--- src/rtl/multicycle_controller_if.sv ---
// multicycle_controller_if: single-port memory handshake between the controller and memory.
// Latency: none; this interface is only a bundle of wires.
// Backpressure: MemReq is held until memory answers with MemReady.
interface multicycle_controller_if;
  logic MemReq;
  logic MemWrite;
  logic IorD;
  logic MemReady;

  // Controller side: issues requests and waits for completion.
  modport master (
    output MemReq,
    output MemWrite,
    output IorD,
    input  MemReady
  );

  // Memory side: observes requests and signals completion.
  modport slave (
    input  MemReq,
    input  MemWrite,
    input  IorD,
    output MemReady
  );
endinterface

--- src/rtl/multicycle_controller.sv ---
// multicycle_controller: Moore FSM that sequences a multicycle MIPS datapath (fetch/decode/exec/mem/wb).
// Latency: R-type/addi/sw take 4 cycles, lw 5 and beq/j 3 when MemReady answers the first request.
// Backpressure: the FSM stalls in FETCH/MEMRD/MEMWR until MemReady. After MEM_TIMEOUT wait cycles it pulses MemErr and refetches.
// Optional: define CONTROLLER_BNE_EN to add bne through the BRANCH_NE state (encoding 12).
module multicycle_controller #(
  parameter int ALUCTRL_W   = 3,
  parameter int MEM_TIMEOUT = 15
) (
  input  logic                 CLK,
  input  logic                 RST_N,
  multicycle_controller_if.master mem,
  input  logic [5:0]           OP,
  input  logic [5:0]           Funct,
  input  logic                 Zero,
  output logic                 IRWrite,
  output logic                 RegDst,
  output logic                 MemtoReg,
  output logic                 RegWrite,
  output logic                 ALUSrcA,
  output logic [1:0]           ALUSrcB,
  output logic [ALUCTRL_W-1:0] ALUControl,
  output logic [1:0]           PCSrc,
  output logic                 PCEn,
  output logic                 Illegal,
  output logic                 MemErr,
  output logic [3:0]           State
);

  localparam int CNT_W = (MEM_TIMEOUT < 1) ? 1 : $clog2(MEM_TIMEOUT + 1);

  typedef enum logic [3:0] {
    S_FETCH   = 4'd0,
    S_DECODE  = 4'd1,
    S_MEMADR  = 4'd2,
    S_MEMRD   = 4'd3,
    S_MEMWB   = 4'd4,
    S_MEMWR   = 4'd5,
    S_EXECUTE = 4'd6,
    S_ALUWB   = 4'd7,
    S_BRANCH  = 4'd8,
    S_ADDIEX  = 4'd9,
    S_ADDIWB  = 4'd10,
    S_JUMP    = 4'd11
`ifdef CONTROLLER_BNE_EN
    , S_BNE   = 4'd12
`endif
  } state_t;

  state_t           r_state;
  state_t           w_next;
  logic [CNT_W-1:0] r_cnt;

  logic       w_wait, w_tmo, w_funct_ok;
  logic       w_memreq, w_memwrite, w_iord, w_irwrite, w_regdst, w_memtoreg, w_regwrite;
  logic       w_alusrca, w_pcwrite, w_branch, w_branchne, w_illegal;
  logic [1:0] w_alusrcb, w_aluop, w_pcsrc;
  logic [2:0] w_alu3;

  // A memory state is waiting whenever memory has not answered yet this cycle.
  assign w_wait = ((r_state == S_FETCH) || (r_state == S_MEMRD) || (r_state == S_MEMWR)) && !mem.MemReady;
  assign w_tmo  = (MEM_TIMEOUT != 0) && w_wait && (r_cnt == CNT_W'(MEM_TIMEOUT));

  assign w_funct_ok = (Funct == 6'b100000) || (Funct == 6'b100010) || (Funct == 6'b100100) ||
                      (Funct == 6'b100101) || (Funct == 6'b101010);

  // State register; reset abandons any in-flight access and restarts at FETCH.
  always_ff @(posedge CLK) begin
    if (!RST_N) r_state <= S_FETCH;
    else        r_state <= w_next;
  end

  // Wait counter: runs only while a memory state waits, cleared on completion, timeout or leaving the state.
  always_ff @(posedge CLK) begin
    if (!RST_N)                r_cnt <= '0;
    else if (!w_wait || w_tmo) r_cnt <= '0;
    else                       r_cnt <= r_cnt + 1'b1;
  end

  // Next-state and Moore control decode; every field defaults to 0.
  always_comb begin
    w_next     = r_state;
    w_memreq   = 1'b0;
    w_memwrite = 1'b0;
    w_iord     = 1'b0;
    w_irwrite  = 1'b0;
    w_regdst   = 1'b0;
    w_memtoreg = 1'b0;
    w_regwrite = 1'b0;
    w_alusrca  = 1'b0;
    w_alusrcb  = 2'b00;
    w_aluop    = 2'b00;
    w_pcsrc    = 2'b00;
    w_pcwrite  = 1'b0;
    w_branch   = 1'b0;
    w_branchne = 1'b0;
    w_illegal  = 1'b0;
    case (r_state)
      S_FETCH: begin
        w_memreq  = 1'b1;
        w_alusrcb = 2'b01;
        if (mem.MemReady) begin
          w_irwrite = 1'b1;
          w_pcwrite = 1'b1;
          w_next    = S_DECODE;
        end else if (w_tmo) begin
          w_next = S_FETCH;
        end
      end
      S_DECODE: begin
        w_alusrcb = 2'b11;
        case (OP)
          6'b100011, 6'b101011: w_next = S_MEMADR;
          6'b000000: begin
            if (w_funct_ok) begin
              w_next = S_EXECUTE;
            end else begin
              w_illegal = 1'b1;
              w_next    = S_FETCH;
            end
          end
          6'b000100: w_next = S_BRANCH;
          6'b001000: w_next = S_ADDIEX;
          6'b000010: w_next = S_JUMP;
`ifdef CONTROLLER_BNE_EN
          6'b000101: w_next = S_BNE;
`endif
          default: begin
            w_illegal = 1'b1;
            w_next    = S_FETCH;
          end
        endcase
      end
      S_MEMADR: begin
        w_alusrca = 1'b1;
        w_alusrcb = 2'b10;
        w_next    = (OP == 6'b101011) ? S_MEMWR : S_MEMRD;
      end
      S_MEMRD: begin
        w_memreq = 1'b1;
        w_iord   = 1'b1;
        if (mem.MemReady) w_next = S_MEMWB;
        else if (w_tmo)   w_next = S_FETCH;
      end
      S_MEMWB: begin
        w_memtoreg = 1'b1;
        w_regwrite = 1'b1;
        w_next     = S_FETCH;
      end
      S_MEMWR: begin
        w_memreq   = 1'b1;
        w_memwrite = 1'b1;
        w_iord     = 1'b1;
        if (mem.MemReady || w_tmo) w_next = S_FETCH;
      end
      S_EXECUTE: begin
        w_alusrca = 1'b1;
        w_aluop   = 2'b10;
        w_next    = S_ALUWB;
      end
      S_ALUWB: begin
        w_regdst   = 1'b1;
        w_regwrite = 1'b1;
        w_next     = S_FETCH;
      end
      S_BRANCH: begin
        w_alusrca = 1'b1;
        w_aluop   = 2'b01;
        w_pcsrc   = 2'b01;
        w_branch  = 1'b1;
        w_next    = S_FETCH;
      end
      S_ADDIEX: begin
        w_alusrca = 1'b1;
        w_alusrcb = 2'b10;
        w_next    = S_ADDIWB;
      end
      S_ADDIWB: begin
        w_regwrite = 1'b1;
        w_next     = S_FETCH;
      end
      S_JUMP: begin
        w_pcsrc   = 2'b10;
        w_pcwrite = 1'b1;
        w_next    = S_FETCH;
      end
`ifdef CONTROLLER_BNE_EN
      S_BNE: begin
        w_alusrca  = 1'b1;
        w_aluop    = 2'b01;
        w_pcsrc    = 2'b01;
        w_branchne = 1'b1;
        w_next     = S_FETCH;
      end
`endif
      default: w_next = S_FETCH;
    endcase
  end

  // ALU decoder: the operation comes from ALUOp, or from Funct for R-type.
  always_comb begin
    w_alu3 = 3'b010;
    case (w_aluop)
      2'b01: w_alu3 = 3'b110;
      2'b10: begin
        case (Funct)
          6'b100010: w_alu3 = 3'b110;
          6'b100100: w_alu3 = 3'b000;
          6'b100101: w_alu3 = 3'b001;
          6'b101010: w_alu3 = 3'b111;
          default:   w_alu3 = 3'b010;
        endcase
      end
      default: w_alu3 = 3'b010;
    endcase
  end

  // Write strobes and pulses are masked while reset is asserted, so nothing commits during reset.
  assign mem.MemReq   = w_memreq & RST_N;
  assign mem.MemWrite = w_memwrite & RST_N;
  assign mem.IorD     = w_iord;
  assign IRWrite      = w_irwrite & RST_N;
  assign RegDst       = w_regdst;
  assign MemtoReg     = w_memtoreg;
  assign RegWrite     = w_regwrite & RST_N;
  assign ALUSrcA      = w_alusrca;
  assign ALUSrcB      = w_alusrcb;
  assign ALUControl   = ALUCTRL_W'(w_alu3);
  assign PCSrc        = w_pcsrc;
  assign PCEn         = (w_pcwrite | (w_branch & Zero) | (w_branchne & ~Zero)) & RST_N;
  assign Illegal      = w_illegal & RST_N;
  assign MemErr       = w_tmo & RST_N;
  assign State        = r_state;

endmodule

--- src/flat_wrapper.sv ---
// flat-port wrapper written by rule: the top's interface ports become plain ports
module multicycle_controller_flat 
#(
  parameter int ALUCTRL_W   = 3,
  parameter int MEM_TIMEOUT = 15
)
  (CLK, RST_N, OP, Funct, Zero, IRWrite, RegDst, MemtoReg, RegWrite, ALUSrcA, ALUSrcB, ALUControl, PCSrc, PCEn, Illegal, MemErr, State, mem_MemReq, mem_MemWrite, mem_IorD, mem_MemReady);
  multicycle_controller_if mem_i ();
  input  logic CLK;
  input  logic RST_N;
  input  logic [5:0] OP;
  input  logic [5:0] Funct;
  input  logic Zero;
  output logic IRWrite;
  output logic RegDst;
  output logic MemtoReg;
  output logic RegWrite;
  output logic ALUSrcA;
  output logic [1:0] ALUSrcB;
  output logic [ALUCTRL_W-1:0] ALUControl;
  output logic [1:0] PCSrc;
  output logic PCEn;
  output logic Illegal;
  output logic MemErr;
  output logic [3:0] State;
  output wire logic [$bits(mem_i.MemReq)-1:0] mem_MemReq;
  output wire logic [$bits(mem_i.MemWrite)-1:0] mem_MemWrite;
  output wire logic [$bits(mem_i.IorD)-1:0] mem_IorD;
  input wire logic [$bits(mem_i.MemReady)-1:0] mem_MemReady;
  assign mem_MemReq = mem_i.MemReq;
  assign mem_MemWrite = mem_i.MemWrite;
  assign mem_IorD = mem_i.IorD;
  assign mem_i.MemReady = mem_MemReady;
  multicycle_controller #(.ALUCTRL_W(ALUCTRL_W), .MEM_TIMEOUT(MEM_TIMEOUT)) u_core (.CLK(CLK), .RST_N(RST_N), .mem(mem_i), .OP(OP), .Funct(Funct), .Zero(Zero), .IRWrite(IRWrite), .RegDst(RegDst), .MemtoReg(MemtoReg), .RegWrite(RegWrite), .ALUSrcA(ALUSrcA), .ALUSrcB(ALUSrcB), .ALUControl(ALUControl), .PCSrc(PCSrc), .PCEn(PCEn), .Illegal(Illegal), .MemErr(MemErr), .State(State));
endmodule
--- config.mk ---
export PLATFORM = sky130hd
export DESIGN_NAME = multicycle_controller_flat
export DESIGN_NICKNAME = d
export VERILOG_FILES = /design/src/rtl/multicycle_controller_if.sv /design/src/rtl/multicycle_controller.sv /design/src/flat_wrapper.sv
export SDC_FILE = /design/constraint.sdc
export NUM_CORES = 1
export LEC_CHECK = 0
export ABC_AREA = 1
export ABC_CLOCK_PERIOD_IN_PS = 2700
export CAP_MARGIN = 20
export CORE_UTILIZATION = 37
export CTS_BUF_LIST = sky130_fd_sc_hd__clkbuf_4
export CTS_CLUSTER_SIZE = 16
export DETAILED_ROUTE_END_ITERATION = 12
export PLACE_DENSITY = 0.84
export SYNTH_ARGS = -nofsm -noshare
export SYNTH_HDL_FRONTEND = slang
export SYNTH_SLANG_ARGS = --single-unit
--- constraint.sdc ---
create_clock -name CLK -period 2.7 [get_ports CLK]
set_clock_uncertainty 0.15 [all_clocks]
set_input_delay 0.27 -clock CLK [delete_from_list [all_inputs] [get_ports CLK]]
set_output_delay 0.27 -clock CLK [all_outputs]
set_load 0.05 [all_outputs]
==> results of run 1 <==
==> power by group <==
part | leakage (nW) | switching, mW | internal [mW]
clock | 0.0138 | 0.0363 | 0.0506
combinational | 0.572 | 0.0662 | 0.0460
sequential | 0.0649 | 0.00288 | 0.121
==> cell type report <==
type | count | area, sq um | area share (%)
repair buffers | 37 | 365 | 28.0
inverters | 36 | 135 | 10.3
well taps | 28 | 35.0 | 2.68
multi-input cells | 110 | 588 | 45.0
clock buffers | 3 | 22.5 | 1.72
flip-flops and latches | 8 | 160 | 12.3
==> worst max-delay path: cells and delay by family, from the launching register on <==
kind / cells / cell delay, ps
compound gates: 1 / 90
buf+inv: 2 / 940
flops: 1 / 460
simple gates: 2 / 360
==> sequential cells by signal, summed over array words and instances (netlist names) <==
signal and cells:
u_core.State 4, u_core.r_cnt 4
==> stage by stage <==
stage	power (mW)	area, sq um	cells	setup slack (ps)
6_report	0.323	1310	222	165
3_3_place_gp	0.236	1280	219	449
3_5_place_dp	0.238	1280	219	418
5_1_grt	0.343	1310	222	48.8
4_1_cts	0.327	1300	222	132
2_1_floorplan	0.190	883	154	-139
==> synthesized netlist by cell type, drive strengths merged (3+ instances only) <==
cell   instances  area share (%)
a21oi          3             1.7
dfxtp          8              19
ha             3             4.3
inv           36              16
nand2         32              15
nand3         11             8.1
nand4          4             2.9
nor2          39              20
nor3           3             2.3
o21ai          6             3.5
==> per-layer routing <==
layer / vias up / track usage, % / share of wire (%)
met1: 478 / 23.3 / 45
li1: 559 / - / -
met5: - / 0 / 0
met3: 0 / 3.64 / 5.4
met2: 36 / 34.7 / 50
met4: 0 / 5.09 / 0
==> cell families after synthesis <==
kind of cell / Yosys count / share of synthesized area, %
compound gates: 14 / 9.84
xor+xnor: 2 / 2.03
fa+ha+maj: 3 / 4.34
buf+inv: 36 / 15.6
flops: 8 / 18.5
simple gates: 91 / 49.6
==> final timing paths <==
path / endpoint / slack [ps] / cells after the start
worst max register to register: u_core.State[2]$_SDFFE_PN0P_ / 1160 / 9
worst min-delay path: u_core.r_cnt[0]$_SDFF_PP0_ / 300 / 1
worst max-delay path: ALUSrcA / 160 / 5
worst min register to register: u_core.r_cnt[0]$_SDFF_PP0_ / 300 / 1
==> results.tsv, run 1 <==
stage	metric	value	unit
clock_network	cts_buffers	3	
clock_network	cts.sinks	8	
die	dieArea	2530	sq um
logic_synthesis	yosys_warnings	0	
die	fp-row-count	17	
global_route	grt_first_pass_wirelength	3850	um
setup_path	criticalPathCategory	register to primary output	
placed_design	gp_congestion	0.844	
job	cap_violations	0	
global_route	grt_max_degree	8	
setup_path	startpoint	u_core.State[1]$_SDFFE_PN0P_	
timing	fin_setup_tns	0	ps
timing	relSlewSlack	66.2	%
clock_network	cts_root_buf	clkbuf_4	
setup_path	crit_chain	nand2_1, nor2_1, inv_1, o21ai_0, clkdlybuf4s50_1	
global_route	grt.overflow.total	0	
die	core_area	2210	sq um
setup_path	cp.arrival	2120	ps
logic_synthesis	synth.avg_cell_area	5.61	sq um
finish	drive_gt1_share	18.6	%
setup_path	critPathMaxFanout	7	
die	die_h	50.3	um
detailed_routing	vias	1073	
detailed_routing	firstDrtPassIters	4	
timing	min_period_over_period	93.9	%
timing	max_clock_freq	394	MHz
power_and_ir_drop	peakVddDrop	0.336	mV
setup_path	slowest_stage	clkdlybuf4s50_1	
setup_path	r2r_start	u_core.State[2]$_SDFFE_PN0P_	
die	ios	38	
setup_path	required	2280	ps
detailed_routing	drt_iter0_drc	20	
logic_synthesis	postSynthCellCount	154	
finish	layout_commonest_cell	nor2_1	
timing	whs	297	ps
power_and_ir_drop	leakage	0.651	nW
setup_path	crit_path_end_kind	primary output	
clock_network	clkSlewWorstSetupHoldPaths	50	ps
clock_network	hold_buffers	0	
logic_synthesis	synthDistinctLibCells	26	
timing	slew_viol_final	0	
clock_network	cts_tree	built	
clock_network	postCtsSetupBuffers	0	
die	die_w	50.3	um
hold_path	worstHoldStart	u_core.r_cnt[0]$_SDFF_PP0_	
logic_synthesis	yosysSeqAreaShare	18.5	%
die	start_util	39.1	%
detailed_routing	wl_per_cell	9.82	um
global_route	first_global_vias	997	
global_route	antenna_found_initial	0	
clock_network	cts_buffer_depth	2	
setup_path	worst_setup_path_start_kind	register	
logic_synthesis	syn_area	865	sq um
global_route	grtUsageTotal	19.3	%
placed_design	hpwl	1890	um
finish	layout.nets	215	
placed_design	io_buffers	37	
clock_network	cts_resized	0	
hold_path	hold_path.class	register to register	
setup_path	critPathMaxStageDelay	840	ps
detailed_routing	drtAntennaViolNets	0	
logic_synthesis	ys.flop_type	dfxtp_1	
power_and_ir_drop	power.density	247	nW/um^2
logic_synthesis	async_flop_share	0	%
logic_synthesis	synth_edf_count	0	
clock_network	h-tree-depth	1	
finish	area_delta_synth_final	51.1	%
finish	final_cell_mix	nor2_1, nand2_1, inv_1, clkdlybuf4s50_1	
finish	n_fill_cell	205	
timing	rsz0062_at_grt	false	
timing	hold_violations	0	
logic_synthesis	synth_seq_cells	8	
clock_network	clk_latency	250	ps
status	status	finished clean	
detailed_routing	drc_errors	0	
detailed_routing	finalWirelength	2180	um
finish	fin_util	59.0	%
finish	n_antenna_cell	0	
timing	finalSetupViolations	0	
timing	worst_pin_slew	505	ps
detailed_routing	vias_per_cell	4.83	
logic_synthesis	syn-num-nets	173	
timing	fin_crit	2540	ps
Note: power is estimated with default switching activity, not from simulation.
==> run 2, diff against run 1 <==
--- a/config.mk
+++ b/config.mk
@@ -5,14 +5,14 @@
 export SDC_FILE = /design/constraint.sdc
 export NUM_CORES = 1
 export LEC_CHECK = 0
-export ABC_AREA = 1
 export ABC_CLOCK_PERIOD_IN_PS = 2700
 export CAP_MARGIN = 20
+export CORE_MARGIN = 2
 export CORE_UTILIZATION = 37
 export CTS_BUF_LIST = sky130_fd_sc_hd__clkbuf_4
 export CTS_CLUSTER_SIZE = 16
 export DETAILED_ROUTE_END_ITERATION = 12
-export PLACE_DENSITY = 0.84
+export PLACE_DENSITY = 0.83
 export SYNTH_ARGS = -nofsm -noshare
 export SYNTH_HDL_FRONTEND = slang
 export SYNTH_SLANG_ARGS = --single-unit
==> results.tsv, run 2 <==
stage	metric	value	unit	change
status	status	finished clean		
clock_network	hold_buffers	0		unchanged
timing	fin_setup_tns	0	ps	unchanged
finish	final_area	1340	sq um	+2.7%
detailed_routing	finalWirelength	2490	um	+14%
clock_network	cts_buffers	3		unchanged
finish	layout_commonest_cell	clkdlybuf4s50_1		
detailed_routing	drc_errors	0		unchanged
logic_synthesis	synth_top_area_share	17.9	%	-0.60 points
setup_path	ff2ff_setup_slack	950	ps	-210 ps
setup_path	r2r_start	u_core.State[1]$_SDFFE_PN0P_		
clock_network	cts_resized	0		unchanged
setup_path	criticalPathCategory	register to primary output		
finish	final_cell_mix	clkdlybuf4s50_1, nand2_1, nor2_1, buf_4, dfxtp_1		
setup_path	r2r-end	u_core.r_cnt[3]$_SDFF_PP0_		
die	fp-row-count	17		unchanged
clock_network	clkSlewWorstSetupHoldPaths	50	ps	about the same
timing	finalSetupViolations	0		unchanged
clock_network	postCtsSetupBuffers	0		unchanged
placed_design	hpwl	1990	um	+5.7%
timing	hold_violations	0		unchanged
clock_network	h-tree-depth	1		unchanged
logic_synthesis	async_flop_share	0	%	unchanged
die	dieArea	2820	sq um	+11%
timing	fin_crit	2570	ps	+31.2 ps
hold_path	hold_path.class	register to register		
finish	n_antenna_cell	0		unchanged
setup_path	cp.arrival	2150	ps	+30 ps
detailed_routing	wl_met3	148	um	+25%
global_route	grt_first_pass_wirelength	4130	um	+7.4%
detailed_routing	vias_per_cell	5.48		+13%
logic_synthesis	postSynthCellCount	118		-23%
logic_synthesis	synth.avg_cell_area	7.57	sq um	+35%
global_route	first_global_vias	952		-4.5%
die	start_util	39.6	%	+0.54 points
logic_synthesis	synthTopCellsByCount	nand2_1, nor2_1, dfxtp_1		
finish	drive_gt1_share	20.8	%	+2.2 points
clock_network	cts_tree	built		
setup_path	rr_worst_depth	5		-4
power_and_ir_drop	peakVddDrop	0.295	mV	-12%
logic_synthesis	ys.flop_type	dfxtp_1		
finish	n_fill_cell	220		+7.3%
logic_synthesis	synth_top_cell_by_area	dfxtp_1		
job	cap_violations	0		unchanged
placed_design	postPlaceCellArea	1320	sq um	+2.6%
timing	min_period_over_period	95.1	%	+1.2 points
die	die_h	53.1	um	+5.6%
power_and_ir_drop	leakage	0.532	nW	-18%
detailed_routing	vias	998		-7.0%
detailed_routing	wl_met1	1070	um	+9.5%
logic_synthesis	syn_area	893	sq um	+3.3%
detailed_routing	wl_per_cell	13.7	um	+39%
detailed_routing	firstDrtPassIters	4		unchanged
logic_synthesis	syn-num-nets	137		-21%
timing	worst_pin_slew	506	ps	+1.08 ps
die	core_area	2250	sq um	+1.9%
timing	slew_viol_final	0		unchanged
detailed_routing	drtAntennaViolNets	0		unchanged
setup_path	startpoint	u_core.State[1]$_SDFFE_PN0P_		
placed_design	io_buffers	37		unchanged
timing	max_clock_freq	390	MHz	-1.2%
clock_network	cts_root_buf	clkbuf_4		
placed_design	gp_congestion	0.775		-8.2%
setup_path	crit_path_end_kind	primary output		
finish	area_delta_synth_final	50.1	%	
finish	layout.nets	175		-19%
global_route	grt.overflow.total	0		unchanged
die	ios	38		unchanged
clock_network	cts_buffer_depth	2		unchanged
setup_path	critPathMaxFanout	16		+9
timing	relSlewSlack	65.9	%	-0.28 points
setup_path	required	2280	ps	about the same
detailed_routing	drt_iter0_drc	15		-25%
global_route	grt_max_degree	17		+9
clock_network	clk_latency	260	ps	about the same
logic_synthesis	synth_area_leaders	dfxtp_1, ha_1, nor4_2		
logic_synthesis	synthDistinctLibCells	40		+54%
detailed_routing	dr.max_layer_used	met3		
detailed_routing	route.met2.wl	1270	um	+17%
placed_design	dp_cells	179		-18%
clock_network	cts.sinks	8		unchanged
logic_synthesis	synth_seq_cells	8		unchanged
logic_synthesis	synth_edf_count	0		unchanged
power_and_ir_drop	power.density	254	nW/um^2	+2.7%
die	die_w	53.1	um	+5.6%
setup_path	worst_setup_path_start_kind	register		
setup_path	crit_end	RegWrite		
timing	rsz0062_at_grt	false		
global_route	antenna_found_initial	0		unchanged
global_route	grtUsageTotal	19.5	%	+0.16 points
logic_synthesis	yosys_warnings	0		unchanged
logic_synthesis	yosysSeqAreaShare	17.9	%	-0.60 points
finish	instances_no_fill	182		-18%
-- run 2: cell types whose count changed after synthesis, sizes merged, moves of 5 or more --
cell,before,now
inv,36,5
nor3,3,8
nand2,32,10
nand2b,0,5
nor2,39,11
buf,0,7
nand3,11,5
-- run 2: how the worst min path moves through the flow --
stage | startpoint | endpoint | cells after the start | slack, ps
6_report | u_core.r_cnt[0]$_SDFF_PP0_ | u_core.r_cnt[0]$_SDFF_PP0_ | 1 | 340
5_1_grt | u_core.r_cnt[0]$_SDFF_PP0_ | u_core.r_cnt[0]$_SDFF_PP0_ | 1 | 350
4_1_cts | u_core.r_cnt[0]$_SDFF_PP0_ | u_core.r_cnt[0]$_SDFF_PP0_ | 1 | 340
3_5_place_dp | u_core.r_cnt[0]$_SDFF_PP0_ | u_core.r_cnt[0]$_SDFF_PP0_ | 1 | 330
3_3_place_gp | u_core.r_cnt[0]$_SDFF_PP0_ | u_core.r_cnt[0]$_SDFF_PP0_ | 1 | 320
2_1_floorplan | RST_N | u_core.State[3]$_SDFFE_PN0P_ | 1 | 250
-- run 2: kinds of logic (layout without fill, tap and decap cells) --
kind of cell | Yosys count | count (layout) | synth area share [%]
mux | 3 | 3 | 3.36
fa+ha+maj | 3 | 3 | 4.20
compound gates | 25 | 25 | 19.6
buf+inv | 12 | 48 | 7.28
xor+xnor | 6 | 6 | 5.88
simple gates | 61 | 61 | 41.7
flops | 8 | 8 | 17.9
-- run 2: area by class of cell --
cell class                 instances  area [sq um]  share of cell area [%]
tap                               28          35.0                    2.61
timing repair buffer              40           423                    31.5
multi-input combinational         98           681                    50.7
clock buffer                       3          22.5                    1.68
sequential                         8           161                    12.0
inverter                           5          18.8                    1.40
-- run 2: worst max-delay path, stage by stage, from the launching register on --
cell,delay (ps)
dfxtp_1,620
nor2b_1,230
a22oi_1,100
nor2b_1,130
clkdlybuf4s50_1,810
-- run 2: per-layer routing --
| layer | up-vias | global-route usage, % |
|---|---|---|
| met2 | 34 | 36.7 |
| met4 | 0 | 1.28 |
| met1 | 466 | 23.6 |
| met5 | - | 0 |
| li1 | 498 | - |
| met3 | 0 | 3.67 |
-- run 2: per-stage QoR --
| stage | hold slack (ps) | total power, mW | setup slack (ps) | util, % |
|---|---|---|---|---|
| final | 336 | 0.341 | 134 | 59.5 |
| after global routing | 353 | 0.362 | 14.2 | 59.5 |
| after CTS | 339 | 0.342 | 30.8 | 59.3 |
| after detailed placement | 330 | 0.249 | 304 | 58.3 |
| after global placement | 318 | 0.244 | 383 | 58.3 |
| after floorplan | 253 | 0.196 | 49.2 | - |
-- run 2: power by group --
group          internal (mW)  switching [mW]  leakage, nW
logic                 0.0545          0.0654        0.452
clock network         0.0510          0.0432       0.0138
registers              0.121         0.00586       0.0654
